$ cat src/rtl/shifter_collector.sv
// ---------------------------------------------------------------------------
// shifter_collector
//
// Receive-side partner of the load/shift serializer. Collects nBits-wide
// words one per cycle and packs them into an M-bit vector. The first word
// received ends up in the top slice, which matches the serializer's word
// order. A complete vector is offered on a valid/ready handshake. A flush
// request zero-pads a partially filled vector so it can still be delivered.
//
// Ports:
//   clock       sole clock, all state updates on its rising edge
//   reset       asynchronous active-high reset
//   clear       synchronous clear, beats every other input
//   in_valid    Data_in carries a word this cycle
//   Data_in     incoming word
//   flush       request to emit the partial vector, zero-padded
//   out_ready   consumer takes Data_out this cycle
//   in_ready    collector accepts a word this cycle
//   out_valid   Data_out holds a complete vector
//   Data_out    assembled vector, top slice = first word
//   word_count  slices filled so far, 0..N
//   overrun     sticky flag: a word was offered while in_ready was low
// ---------------------------------------------------------------------------
module shifter_collector #(
  parameter  int M     = 128,
  parameter  int nBits = 32,
  localparam int N     = M / nBits,
  localparam int CW    = $clog2(M / nBits) + 1
) (
  input  logic             clock,
  input  logic             reset,
  input  logic             clear,
  input  logic             in_valid,
  input  logic [nBits-1:0] Data_in,
  input  logic             flush,
  input  logic             out_ready,
  output logic             in_ready,
  output logic             out_valid,
  output logic [M-1:0]     Data_out,
  output logic [CW-1:0]    word_count,
  output logic             overrun
);

  localparam logic [1:0] ST_COLLECT = 2'd0;
  localparam logic [1:0] ST_PAD     = 2'd1;
  localparam logic [1:0] ST_FULL    = 2'd2;

  localparam logic [CW-1:0] COUNT_FULL = CW'(N);

  logic [1:0]    state_q,   state_d;
  logic [M-1:0]  data_q,    data_d;
  logic [CW-1:0] count_q,   count_d;
  logic          overrun_q, overrun_d;

  // Word count after this cycle's accept, used so that a flush arriving
  // together with a word sees the word already counted.
  logic [CW-1:0] count_inc;

  assign count_inc = count_q + CW'(1);

  // Handshake outputs come straight from the registered state so neither
  // ready nor valid has a combinational path from any input.
  assign in_ready   = (state_q == ST_COLLECT);
  assign out_valid  = (state_q == ST_FULL);
  assign Data_out   = data_q;
  assign word_count = count_q;
  assign overrun    = overrun_q;

  always_comb begin
    state_d   = state_q;
    data_d    = data_q;
    count_d   = count_q;
    overrun_d = overrun_q;

    if (clear) begin
      state_d   = ST_COLLECT;
      data_d    = '0;
      count_d   = '0;
      overrun_d = 1'b0;
    end else begin
      // A word offered while we cannot take it is dropped and remembered.
      if (in_valid && !in_ready) begin
        overrun_d = 1'b1;
      end

      case (state_q)
        ST_COLLECT: begin
          if (in_valid) begin
            data_d  = {data_q[M-nBits-1:0], Data_in};
            count_d = count_inc;
            if (count_inc == COUNT_FULL) begin
              state_d = ST_FULL;
            end else if (flush) begin
              state_d = ST_PAD;
            end
          end else if (flush && (count_q != '0)) begin
            state_d = ST_PAD;
          end
        end

        // Shift in one zero word per cycle until the vector is full.
        ST_PAD: begin
          data_d  = {data_q[M-nBits-1:0], {nBits{1'b0}}};
          count_d = count_inc;
          if (count_inc == COUNT_FULL) begin
            state_d = ST_FULL;
          end
        end

        ST_FULL: begin
          if (out_ready) begin
            state_d = ST_COLLECT;
            data_d  = '0;
            count_d = '0;
          end
        end

        default: begin
          state_d = ST_COLLECT;
          data_d  = '0;
          count_d = '0;
        end
      endcase
    end
  end

  always_ff @(posedge clock or posedge reset) begin
    if (reset) begin
      state_q   <= ST_COLLECT;
      data_q    <= '0;
      count_q   <= '0;
      overrun_q <= 1'b0;
    end else begin
      state_q   <= state_d;
      data_q    <= data_d;
      count_q   <= count_d;
      overrun_q <= overrun_d;
    end
  end

endmodule

$ cat config.mk
export PLATFORM = sky130hd
export DESIGN_NAME = shifter_collector
export DESIGN_NICKNAME = d
export VERILOG_FILES = /design/src/rtl/shifter_collector.sv
export SDC_FILE = /design/constraint.sdc
export NUM_CORES = 1
export LEC_CHECK = 0
export ABC_AREA = 1
export CAP_MARGIN = 20
export CORE_MARGIN = 4
export CORE_UTILIZATION = 41
export CTS_BUF_LIST = sky130_fd_sc_hd__clkbuf_4
export DETAILED_ROUTE_END_ITERATION = 16
export PLACE_DENSITY = 0.72
export SYNTH_ARGS = -nofsm -noshare
export SYNTH_HDL_FRONTEND = slang
export SYNTH_SLANG_ARGS = --single-unit
$ cat constraint.sdc
create_clock -name clock -period 5.7 [get_ports clock]
set_input_delay 0.57 -clock clock [delete_from_list [all_inputs] [get_ports clock]]
set_output_delay 0.57 -clock clock [all_outputs]
set_load 0.02 [all_outputs]
# ---- Yosys cells after proc, flatten, opt, wreduce, memory -nomap -nowiden
# Cells that the tools add are included.
dict set report totals {
  output_inout_bits 134
  input_bits 38
  word_cells 39
  ff_bits 134
}
dict set report classes {
  add_sub_neg 1
  eq_ne 8
  muxes 18
  n_reduce_logical 8
}
# op n
set ops {}
lappend ops {{2-to-1 mux 128 bit} 3}
lappend ops {{one-hot mux 128 bit (3 select lines)} 1}
lappend ops {{2-to-1 mux 2 bit} 7}
lappend ops {{2-to-1 mux 3 bit} 3}
lappend ops {{inequality test 3 bit, second input constant} 3}
lappend ops {{one-hot mux 3 bit (3 select lines)} 1}
lappend ops {{one-hot mux 2 bit (3 select lines)} 1}
lappend ops {{inequality test 5 x 4 -> 1 bit, second input constant} 1}
lappend ops {{inequality test 4 x 3 -> 1 bit, second input constant} 1}
lappend ops {{AND reduction 4 bit} 1}
lappend ops {{adder 3 x 1 -> 3 bit, second input constant} 1}
lappend ops {{equality test 3 bit, second input constant} 1}
lappend ops {{nonzero test 3 bit} 1}
lappend ops {{equality test 2 x 1 -> 1 bit, second input constant} 1}
lappend ops {{equality test 2 bit, second input constant} 1}
lappend ops {{logical AND 1 bit} 2}
lappend ops {{logical NOT 2 bit} 1}
lappend ops {{2-to-1 mux 1 bit} 2}
lappend ops {{AND reduction 2 bit} 1}
lappend ops {{nonzero test 2 bit} 1}
lappend ops {{logical NOT 1 bit} 1}

# ---- Longest topological paths before layout
dict set report logic_depth {
  ltp_word 6
  ltp_mapped 9
}

# ---- Worst setup path before layout
# No wires, ideal clock.
dict set report synth_path {
  path_kind {input port to flip-flop}
  startpoint {input port clear}
  endpoint {register data_q[0], in the netlist Data_out[0]}
  setup_time_ps 130
  n_path_buf 1
  slack_ps 4235
  path_stages 7
  t_arrival_ps 1335
  cell_sequence {inv_2 nand2_2 nor2_4 nand2_2 nand2_4 clkbuf_1 o21ai_1}
}
dict set report synth_via {
  elab_chain_len 2
}
# element line_no
set synth_lines {}
lappend synth_lines {{start: declaration} 32} ;# input logic clear,
lappend synth_lines {{inequality test 3 bit (no line)} n/a}
lappend synth_lines {{AND reduction 2 bit (no line)} n/a}
lappend synth_lines {{end signal: assignment} 135} ;# data_q <= data_d;
lappend synth_lines {{end: declaration} 51} ;# logic [M-1:0] data_q, data_d;
# Parallel ways exist; a longest one is shown, timed or not.
# A chain may end at the register's enable or synchronous reset.

# ---- Final worst setup path
dict set report layout_path {
  startpoint {input port clear}
  endpoint {register data_q[85], in the netlist Data_out[85]}
}
# Same word-level chain as after synthesis.

==> flow_summary.json <==
{
  "status": "completed",
  "root_buffer": "clkbuf_4",
  "worstPathMaxFanout": 195,
  "wl_per_cell_um": 14.35,
  "cts_resized": 0,
  "power_frac_comb_pct": 34.7,
  "synthCells": 613,
  "mostFrequentLayoutCells": "nand2_1 (266), clkdlybuf4s50_1 (171), dfrtp_1 (134)",
  "maxCapViolations": 0,
  "drive_gt1_share_pct": 5.905,
  "critPathSlowestCell": "nand2_8",
  "maxSlewViolCount": 0,
  "holdPathStages": 2,
  "crit_family": "simple AND/OR/NAND/NOR gates",
  "postCtsHoldBufs": 0,
  "track_usage_pct": 18.37,
  "end_kind": "flip-flop",
  "grt_pass1_vias": 4274,
  "coreArea_um2": 13190,
  "drt_iter0_markers": 339,
  "leakage_nw": 3.204,
  "r2r_setup_slack_ps": 2720,
  "fmax_mhz": 321.1,
  "nets": 807,
  "pin_count": 172,
  "fin_crit_sh_pct": 54.63,
  "path_class": "primary input to flip-flop",
  "ys_seq_area_share_pct": 61.05,
  "cpPeakStageDelay_ps": 720,
  "numCtsBuffers": 17,
  "p_seq_share_pct": 44.3,
  "rows": 42,
  "drtAntennaViolNets": 0,
  "worstMarginPinSlew_ps": 1062,
  "fin_util_pct": 56.79,
  "postRouteWirelength_mm": 13.72,
  "synth_nets": 654,
  "grt_max_degree": 196,
  "path_cells": "clkdlybuf4s50_1 -> inv_2 -> nand2_2 -> nor2_4 -> nand2_2 -> nand2_8 -> buf_4 -> nand2_1 -> o21ai_1",
  "start_util_pct": 41.64,
  "fill_cells": 1167,
  "cp_data_required_time_ps": 6120,
  "synth_top_area_share_pct": 61.05,
  "die_height_um": 123.7,
  "drcViolationCount": 0,
  "synth_top_cells_by_area": "dfrtp_1 (61%), nand2_1 (18%), o21ai_1 (10%)",
  "hold_class": "flip-flop to flip-flop",
  "cell_internal_pwr_mw": 1.770,
  "min_from": "Data_out[108]",
  "place.gp.congestion": 0.7574,
  "cts_sinks": 134,
  "cts_tree": "built",
  "clock_latency_ps": 490,
  "via_per_inst": 4.720,
  "r2r-start": "state_q[1]",
  "yosys_warnings": 0,
  "finalSetupViolations": 0,
  "layout_commonest_cell": "nand2_1",
  "slew_headroom_pct": 29.22,
  "vias": 4512,
  "grt_overflow_total": 0,
  "fin_crit_ps": 3114,
  "die_w_um": 123.7,
  "post_cts.repair.setup_buffers": 0,
  "finalHoldViolCount": 0,
  "ys_types": 19,
  "rsz0062_at_grt": "no",
  "syn_area_um2": 5493,
  "cpMostUsedCell": "nand2_2",
  "power_density_nw_per_um2": 376.4,
  "hpwlAfterDp_mm": 9.745,
  "ys_seq_elements": 134,
  "path_clk_slew_ps": 110,
  "worstPathArrival_ps": 3540,
  "place_area_um2": 7202,
  "r2r_end": "Data_out[85]",
  "first_pass_iters": 5,
  "grt_pass1_wl_mm": 22.17,
  "power.switching_mw": 1.049,
  "area_growth_pct": 36.38,
  "holdPathEnd": "Data_out[108]",
  "synth.largest_area_cell": "dfrtp_1",
  "start_kind": "primary input",
  "whs_ps": 500.4,
  "skew_ps": 13.55,
  "swShare_pct": 37.21,
  "worst-path-buf-inv": 3,
  "antenna_found_initial": 0,
  "clockBufferDepth": 2,
  "io_buffers": 171,
  "syn_avg_cell_area_um2": 8.960,
  "die-area_um2": 15310,
  "fin_area_um2": 7491,
  "ir_drop_v": 0.0002650,
  "h-tree-depth": 4,
  "fin_setup_tns_ps": 0,
  "r2r_cells": 8,
  "p_clk_share_pct": 21.1
}
[cell type report]
type,count,area (µm²),area share [%]
tap,176,220.2,2.940
clock inverter,11,108.9,1.453
timing repair buffer,176,1762,23.52
multi-input combinational,424,1833,24.47
sequential,134,3353,44.76
antenna,1,2.502,0.03341
clock buffer,21,157.7,2.105
inverter,13,53.80,0.7182
[layer usage]
layer	share of wire (%)	vias up	track usage, %	wire length (µm)
li1	-	2297	-	-
met2	48	138	28.49	6608
met3	4.7	14	3.906	651
met4	1.8	0	6.159	242
met5	0	-	0	0
met1	45	2063	25.80	6217
[worst min-delay path: cells and delay by family, from the launching register on]
kind,cells,cell delay [ps]
AO/OA/AOI/OAI,1,60
flip-flops,1,350
AND/OR/NAND/NOR,1,50
[how the worst max path moves through the flow]
stage	startpoint	endpoint	slack (ps)	cells past startpoint
2_1_floorplan	reset	Data_out[0]	1550	1
3_3_place_gp	clear	Data_out[119]	2170	8
3_5_place_dp	clear	Data_out[85]	2060	9
4_1_cts	clear	Data_out[85]	2590	9
5_1_grt	clear	Data_out[85]	2320	9
6_report	clear	Data_out[85]	2590	9
[Yosys cell counts]
cell type	n
inv_2	2
o21ai_1	110
dfrtp_1	134
buf_6	12
clkbuf_1	15
clkbuf_2	1
nand4_1	1
nor2_2	1
buf_4	3
ha_1	3
nor2_1	11
nand2_2	3
buf_2	11
o21ai_0	22
nor2_4	1
nand2_4	1
inv_1	11
nand3_1	5
nand2_1	266
[sequential cells by signal, summed over array words and instances, names as in the netlist]
signal	cells
state_q	2
overrun	1
Data_out	128
word_count	3
[cell families after synthesis]
logic type	synth area share, %
adder cells (fa/ha/maj)	0.6834
AO/OA/AOI/OAI	12.03
buffers and inverters	5.877
AND/OR/NAND/NOR	20.36
flip-flops	61.05
[power by group through the flow]
stage                     combinational (mW)  sequential [mW]  clock (mW)
after floorplan                        0.421             1.41           0
after detailed placement               0.979             1.27           0
after CTS                              0.983             1.25       0.610
after global placement                 0.961             1.26           0
after global routing                    1.07             1.27       0.655
final                                  0.977             1.25       0.594
[stage by stage]
stage                     setup WS (ps)  std cells  power [mW]
after floorplan                    1547        613       1.830
after CTS                          2593        954       2.841
after global placement             2171        922       2.221
after global routing               2323        955       2.994
after detailed placement           2057        922       2.245
final                              2586        956       2.819
No activity file was read; power rests on OpenSTA's default activity.
